==> src/rtl/intr_ctrl.sv <==
// intr_ctrl: two-source interrupt controller.
// Each external line is synchronised and edge-detected into a pending flag.
// The highest-priority pending source (intr1 over intr2) is presented to the
// CPU as irq plus a jump vector. A request is held until ack, and the source
// is then tracked as in-service until reti. Nesting is not supported.
module intr_ctrl #(
    parameter int unsigned        VEC_W = 10,
    parameter logic [VEC_W-1:0]   VEC1  = 10'd4,
    parameter logic [VEC_W-1:0]   VEC2  = 10'd8
) (
    input  logic             clk,
    input  logic             reset,
    input  logic             intr1,
    input  logic             intr2,
    input  logic             en,
    input  logic             ack,
    input  logic             reti,
    output logic             irq,
    output logic [VEC_W-1:0] vector,
    output logic [1:0]       pending,
    output logic [1:0]       in_service
);

    typedef enum logic [1:0] {
        IDLE    = 2'd0,
        REQ     = 2'd1,
        SERVICE = 2'd2
    } state_t;

    state_t     state;
    state_t     state_n;

    // Synchroniser stages and previous-value flops; bit0 = intr1, bit1 = intr2
    logic [1:0] s1;
    logic [1:0] s2;
    logic [1:0] p;
    logic [1:0] edges;

    // Source chosen when leaving IDLE, one-hot, frozen through REQ/SERVICE
    logic [1:0] sel;

    logic       take;
    logic       ack_req;
    logic       reti_svc;
    logic [1:0] clr;

    // Rising-edge detect and handshake qualifiers for the current state
    always_comb begin
        edges    = s2 & ~p;
        take     = (state == IDLE) && en && (pending != 2'b00);
        ack_req  = (state == REQ) && ack;
        reti_svc = (state == SERVICE) && reti;
        clr      = ack_req ? sel : 2'b00;
    end

    // Two-flop synchroniser plus previous-value flop for both lines
    always_ff @(posedge clk) begin
        if (reset) begin
            s1 <= '0;
            s2 <= '0;
            p  <= '0;
        end else begin
            s1 <= {intr2, intr1};
            s2 <= s1;
            p  <= s2;
        end
    end

    // Pending flags: edges set, ack of the selected source clears; set wins
    always_ff @(posedge clk) begin
        if (reset) begin
            pending <= '0;
        end else begin
            pending <= (pending & ~clr) | edges;
        end
    end

    // Latch the winning source and its vector as the request is raised
    always_ff @(posedge clk) begin
        if (reset) begin
            sel    <= '0;
            vector <= '0;
        end else if (take) begin
            if (pending[0]) begin
                sel    <= 2'b01;
                vector <= VEC1;
            end else begin
                sel    <= 2'b10;
                vector <= VEC2;
            end
        end
    end

    // In-service tracking: set on ack, cleared on reti
    always_ff @(posedge clk) begin
        if (reset) begin
            in_service <= '0;
        end else if (ack_req) begin
            in_service <= sel;
        end else if (reti_svc) begin
            in_service <= '0;
        end
    end

    // FSM state register
    always_ff @(posedge clk) begin
        if (reset) begin
            state <= IDLE;
        end else begin
            state <= state_n;
        end
    end

    // FSM next-state logic; en only gates the IDLE -> REQ decision
    always_comb begin
        state_n = state;
        unique case (state)
            IDLE:    if (take)     state_n = REQ;
            REQ:     if (ack)      state_n = SERVICE;
            SERVICE: if (reti)     state_n = IDLE;
            default:               state_n = IDLE;
        endcase
    end

    // FSM outputs: request is asserted only while waiting for ack
    always_comb begin
        irq = (state == REQ);
    end

endmodule

==> config.mk <==
export PLATFORM = sky130hd
export DESIGN_NAME = intr_ctrl
export DESIGN_NICKNAME = d
export VERILOG_FILES = /design/src/rtl/intr_ctrl.sv
export SDC_FILE = /design/constraint.sdc
export NUM_CORES = 1
export LEC_CHECK = 0
export ABC_CLOCK_PERIOD_IN_PS = 2200
export CAP_MARGIN = 20
export CORE_MARGIN = 2
export CORE_UTILIZATION = 44
export DETAILED_ROUTE_END_ITERATION = 8
export PLACE_DENSITY = 0.79
export SYNTH_ARGS = -nofsm -noshare
export SYNTH_HDL_FRONTEND = slang
export SYNTH_SLANG_ARGS = --single-unit
==> constraint.sdc <==
create_clock -name clk -period 2.2 [get_ports clk]
set_clock_uncertainty 0.1 [all_clocks]
set_input_delay 0.44 -clock clk [delete_from_list [all_inputs] [get_ports clk]]
set_output_delay 0.44 -clock clk [all_outputs]
set_load 0.1 [all_outputs]
==> out/qor.csv, run 1 <==
metric,value,unit
clk_pin_slew_worst_paths,80,ps
postRouteAntennaNets,0,
setup_violations,0,
ys_ff_latch,14,
syn_area,577,sq um
timing.rr.end,vector[3],
power.density,832,nW/um^2
cp_max_fo,11,
grt_pass1_wl,1380,microns
worst_slack,454,ps
place_congestion,0.664,
postPlaceCellArea,663,sq um
dp_hpwl,610,microns
grt_setup_unrepaired,no,
htree_levels,1,
r2r-start,pending[0],
holdPathEnd,s2[0],
crit_required,1660,ps
worstSetupStartpoint,state[0],
initial_core_util,45.5,%
grt_pass1_vias,361,
post_cts_buffers,0,
stdcell_count,87,
worstPathArrival,1210,ps
switchingPower,0.192,mW
p_seq_share,46.5,%
drt_iter0_markers,4,
vdd_drop_max,0.000602,V
fp.dieH,40.2,microns
fin_crit,1750,ps
nNetsFinal,80,
portBuffers,13,
grt.overflow.total,0,
wl_per_cell,9.29,microns
finalInstanceArea,699,sq um
syn_to_final_growth,21.3,%
dieWidth,40.2,microns
drc,0,
rrSetupSlack,970,ps
via_per_inst,4.82,
hold_viol,0,
row_count,13,
cts_buffers,3,
cellLeakagePower,0.277,nW
worstSetupPathType,reg2out,
vias,419,
combPwrFrac,22.9,%
hp-class,reg2reg,
pwr-share-clk,30.6,%
fp.dieArea,1620,sq um
io_pins,22,
dp_cells,83,
hold_path_depth,1,
grt_start_max_net_pins,15,
drive_gt1_share,18.1,%
cts_tree,done,
hold_path.startpoint,s1[0],
dr.pass1.iters,2,
slew_violations,0,
grt.total_usage,13.6,%
cts_resized,0,
switching_share,33.0,%
clock_path_buffers,2,
cts.sinks,14,
clkLatencyLatePin,270,ps
status,"finished, final reports clean",
worstSetupStartpointType,flop,
ys_warn_count,0,
period_share,79.3,%
ctsHoldBuffers,0,
dpl_worst_slack,485,ps
tns,0,ps
endpoint_kind,primary output,
synth_cells,59,
intPower,0.390,mW
clockRootBuffer,clkbuf_4,
netlist-cell-type-count,16,
reg2reg_depth,3,
diodes,0,
ys_seq_area_share,48.6,%
synth_area_per_cell,9.78,sq um
routed_wl,808,microns
timing.fmax,573,MHz
maxCapViolations,0,
core_area,1270,sq um
antenna_found_initial,0,
[sequential cells by signal (all words and copies together) (netlist names)]
signal / cells
in_service: 2
state: 2
s2: 2
s1: 2
vector: 2
p: 2
pending: 2
[power by group through the flow]
stage	clock network (mW)	registers (mW)	logic, mW
2_1_floorplan	0	0.301	0.0979
3_3_place_gp	0	0.276	0.133
3_5_place_dp	0	0.276	0.133
4_1_cts	0.187	0.271	0.134
5_1_grt	0.202	0.272	0.140
6_report	0.178	0.270	0.133
[cells by family (layout without fill, tap and decap cells)]
family,after synthesis,in the layout,synth area share [%]
simple gates,22,22,23.6
compound gates,10,10,10.2
mux,1,1,1.95
flops,14,14,48.6
other cells,1,8,0.650
buf+inv,11,17,15.0
[worst max path at each step]
stage                      to  cells past startpoint  slack [ps]
floorplan           vector[3]                      3         360
global placement    vector[3]                      4         510
detailed placement  vector[3]                      4         490
CTS                       irq                      2         440
global route              irq                      2         400
finish                    irq                      2         450
[final cells by class]
type / count / area, sq um
fill: 126 / 569
sequential: 14 / 280
multi-input combinational: 41 / 239
timing repair buffer: 13 / 125
clock buffer: 4 / 36.3
tap: 15 / 18.8
[critical path, cell delays in order (launching register included)]
cell and delay, ps:
dfxtp_1 500, nor2b_2 250, buf_12 190
[per-layer routing]
layer | global-route usage [%] | share of wire (%) | vias up
met1 | 14.8 | 42 | 192
met3 | 10.0 | 11 | 0
met5 | 0 | 0 | -
met4 | 2.50 | 0 | 0
met2 | 21.4 | 46 | 18
li1 | - | - | 209
[cells in the final DEF (no fill, tap or decap), types with 3 or more instances in the layout]
cell type and n:
clkbuf_4 3, a21oi_1 7, nor2_1 3, clkdlybuf4s50_1 6
conb_1 8, nand3_1 3, dfxtp_1 14, nor2b_1 8
buf_4 6
[synth_stat cells]
cell type   n  area share, %
a21oi_1     7            6.1
buf_4      10             13
buf_6       1            2.0
conb_1      1           0.65
dfxtp_1    14             49
mux2_1      1            2.0
nand3_1     3            2.6
nand3b_1    2            2.6
nand4b_1    2            3.0
nor2_1      3            2.0
nor2b_1     9            9.8
nor3_1      1           0.87
o21ai_2     1            1.5
o31ai_1     2            2.6
or3b_1      1            1.5
or4_1       1            1.3
[metrics by stage]
stage               hold slack (ps)  util [%]  power [mW]
finish                          341      55.1       0.582
global route                    363      55.1       0.614
CTS                             349      55.1       0.592
detailed placement              330      52.3       0.410
global placement                319      52.3       0.409
floorplan                       314         -       0.398
No activity file was read; power rests on OpenSTA's default activity.
==> inputs of run 2 (changes only) <==
ABC_CLOCK_PERIOD_IN_PS = 1800   (was 2200)
CORE_UTILIZATION = 41   (was 44)
PLACE_DENSITY = 0.74   (was 0.79)
clock period = 1.8 ns   (was 2.2 ns; I/O delays follow)
==> out/qor.csv, run 2 (synthesized netlist as in run 1, its figures left out) <==
metric,value,unit
switchingPower,0.231,mW
dp_cells,83,
finalInstanceArea,762,sq um
p_seq_share,49.5,%
clk_pin_slew_worst_paths,70,ps
endpoint_kind,primary output,
fp.dieArea,1720,sq um
portBuffers,13,
postRouteAntennaNets,0,
maxCapViolations,0,
final_common_cell,dfxtp_1,
stdcell_count,86,
vias,417,
cts_buffers,3,
setup_violations,0,
clkLatencyLatePin,270,ps
cts.sinks,14,
postPlaceCellArea,739,sq um
initial_core_util,44.3,%
crit_required,1340,ps
period_share,92.7,%
syn_to_final_growth,32.1,%
grt_start_max_net_pins,15,
pwr-share-clk,24.6,%
clockRootBuffer,clkbuf_4,
routed_wl,872,microns
timing.rr.end,vector[3],
hold_ws,344,ps
post_cts_buffers,0,
nFillCells,124,
dpl_worst_slack,148,ps
fin_crit,1670,ps
hold_path_depth,1,
tns,0,ps
final_util,58.6,%
nNetsFinal,80,
hold_path.startpoint,s1[1],
drc,0,
rrSetupSlack,570,ps
cts_resized,0,
holdPathEnd,s2[1],
grt.overflow.total,0,
worst_slack,132,ps
hp-class,reg2reg,
totalPowerFinal,0.674,mW
cellLeakagePower,0.287,nW
status,"finished, final reports clean",
intPower,0.443,mW
cp_max_fo,11,
worstSetupPathType,reg2out,
grt_pass1_vias,342,
hold_viol,0,
row_count,13,
grt_setup_unrepaired,no,
dr.pass1.iters,4,
drive_gt1_share,18.3,%
wl_per_cell,10.1,microns
antenna_found_initial,0,
worstSetupStartpointType,flop,
vdd_drop_max,0.000583,V
r2r-start,state[0],
core_area,1300,sq um
grt.total_usage,11.2,%
diodes,0,
io_pins,22,
grt_pass1_wl,1400,microns
worstPathArrival,1210,ps
ctsHoldBuffers,0,
fp.dieH,41.5,microns
clock_path_buffers,2,
layout_common_cells,"13 x dfxtp_1, 8 x nor2b_1, 8 x conb_1",
slew_violations,0,
drt_iter0_markers,5,
htree_levels,1,
place_congestion,0.705,
dp_hpwl,667,microns
timing.fmax,599,MHz
power.density,885,nW/um^2
cts_tree,done,
reg2reg_depth,2,
switching_share,34.3,%
dieWidth,41.5,microns
combPwrFrac,26.0,%
via_per_inst,4.85,
[run 2: cell types whose count changed in the layout (fill, tap and decap cells not counted)]
cell	before	now
buf_12	1	7
buf_4	6	0
clkbuf_8	1	0
dfxtp_1	14	13
dfxtp_2	0	1
[run 2: cell type report]
cell class                 instances  area [sq um]  share of cell area (%)
timing repair buffer              13           200                    26.3
clock buffer                       3          22.5                    2.96
tap                               15          18.8                    2.46
sequential                        14           282                    36.9
multi-input combinational         41           239                    31.4
[run 2: worst max-delay path: stages, from the launching register on]
cell,delay [ps]
dfxtp_1,500
nor2b_2,250
buf_12,190
[run 2: worst max path at each step]
stage	endpoint	startpoint	depth (start not counted)	slack, ps
CTS	irq	state[0]	2	120
global route	irq	state[0]	2	60
global placement	vector[3]	en	4	180
floorplan	vector[3]	pending[1]	3	30
finish	irq	state[0]	2	130
detailed placement	vector[3]	en	4	150
[run 2: metal layers]
metal,GRT usage (%),vias up,share of wire (%)
li1,-,209,-
met1,12.5,180,45
met2,15.3,24,42
met3,4.78,4,10
met4,11.6,0,3.0
met5,0,-,0
[run 2: power groups by stage]
| stage | clock [mW] | sequential (mW) | combinational [mW] |
|---|---|---|---|
| after floorplan | 0 | 0.368 | 0.120 |
| after global placement | 0 | 0.340 | 0.174 |
| after detailed placement | 0 | 0.341 | 0.175 |
| after CTS | 0.177 | 0.333 | 0.175 |
| after global routing | 0.195 | 0.335 | 0.181 |
| final | 0.166 | 0.333 | 0.175 |
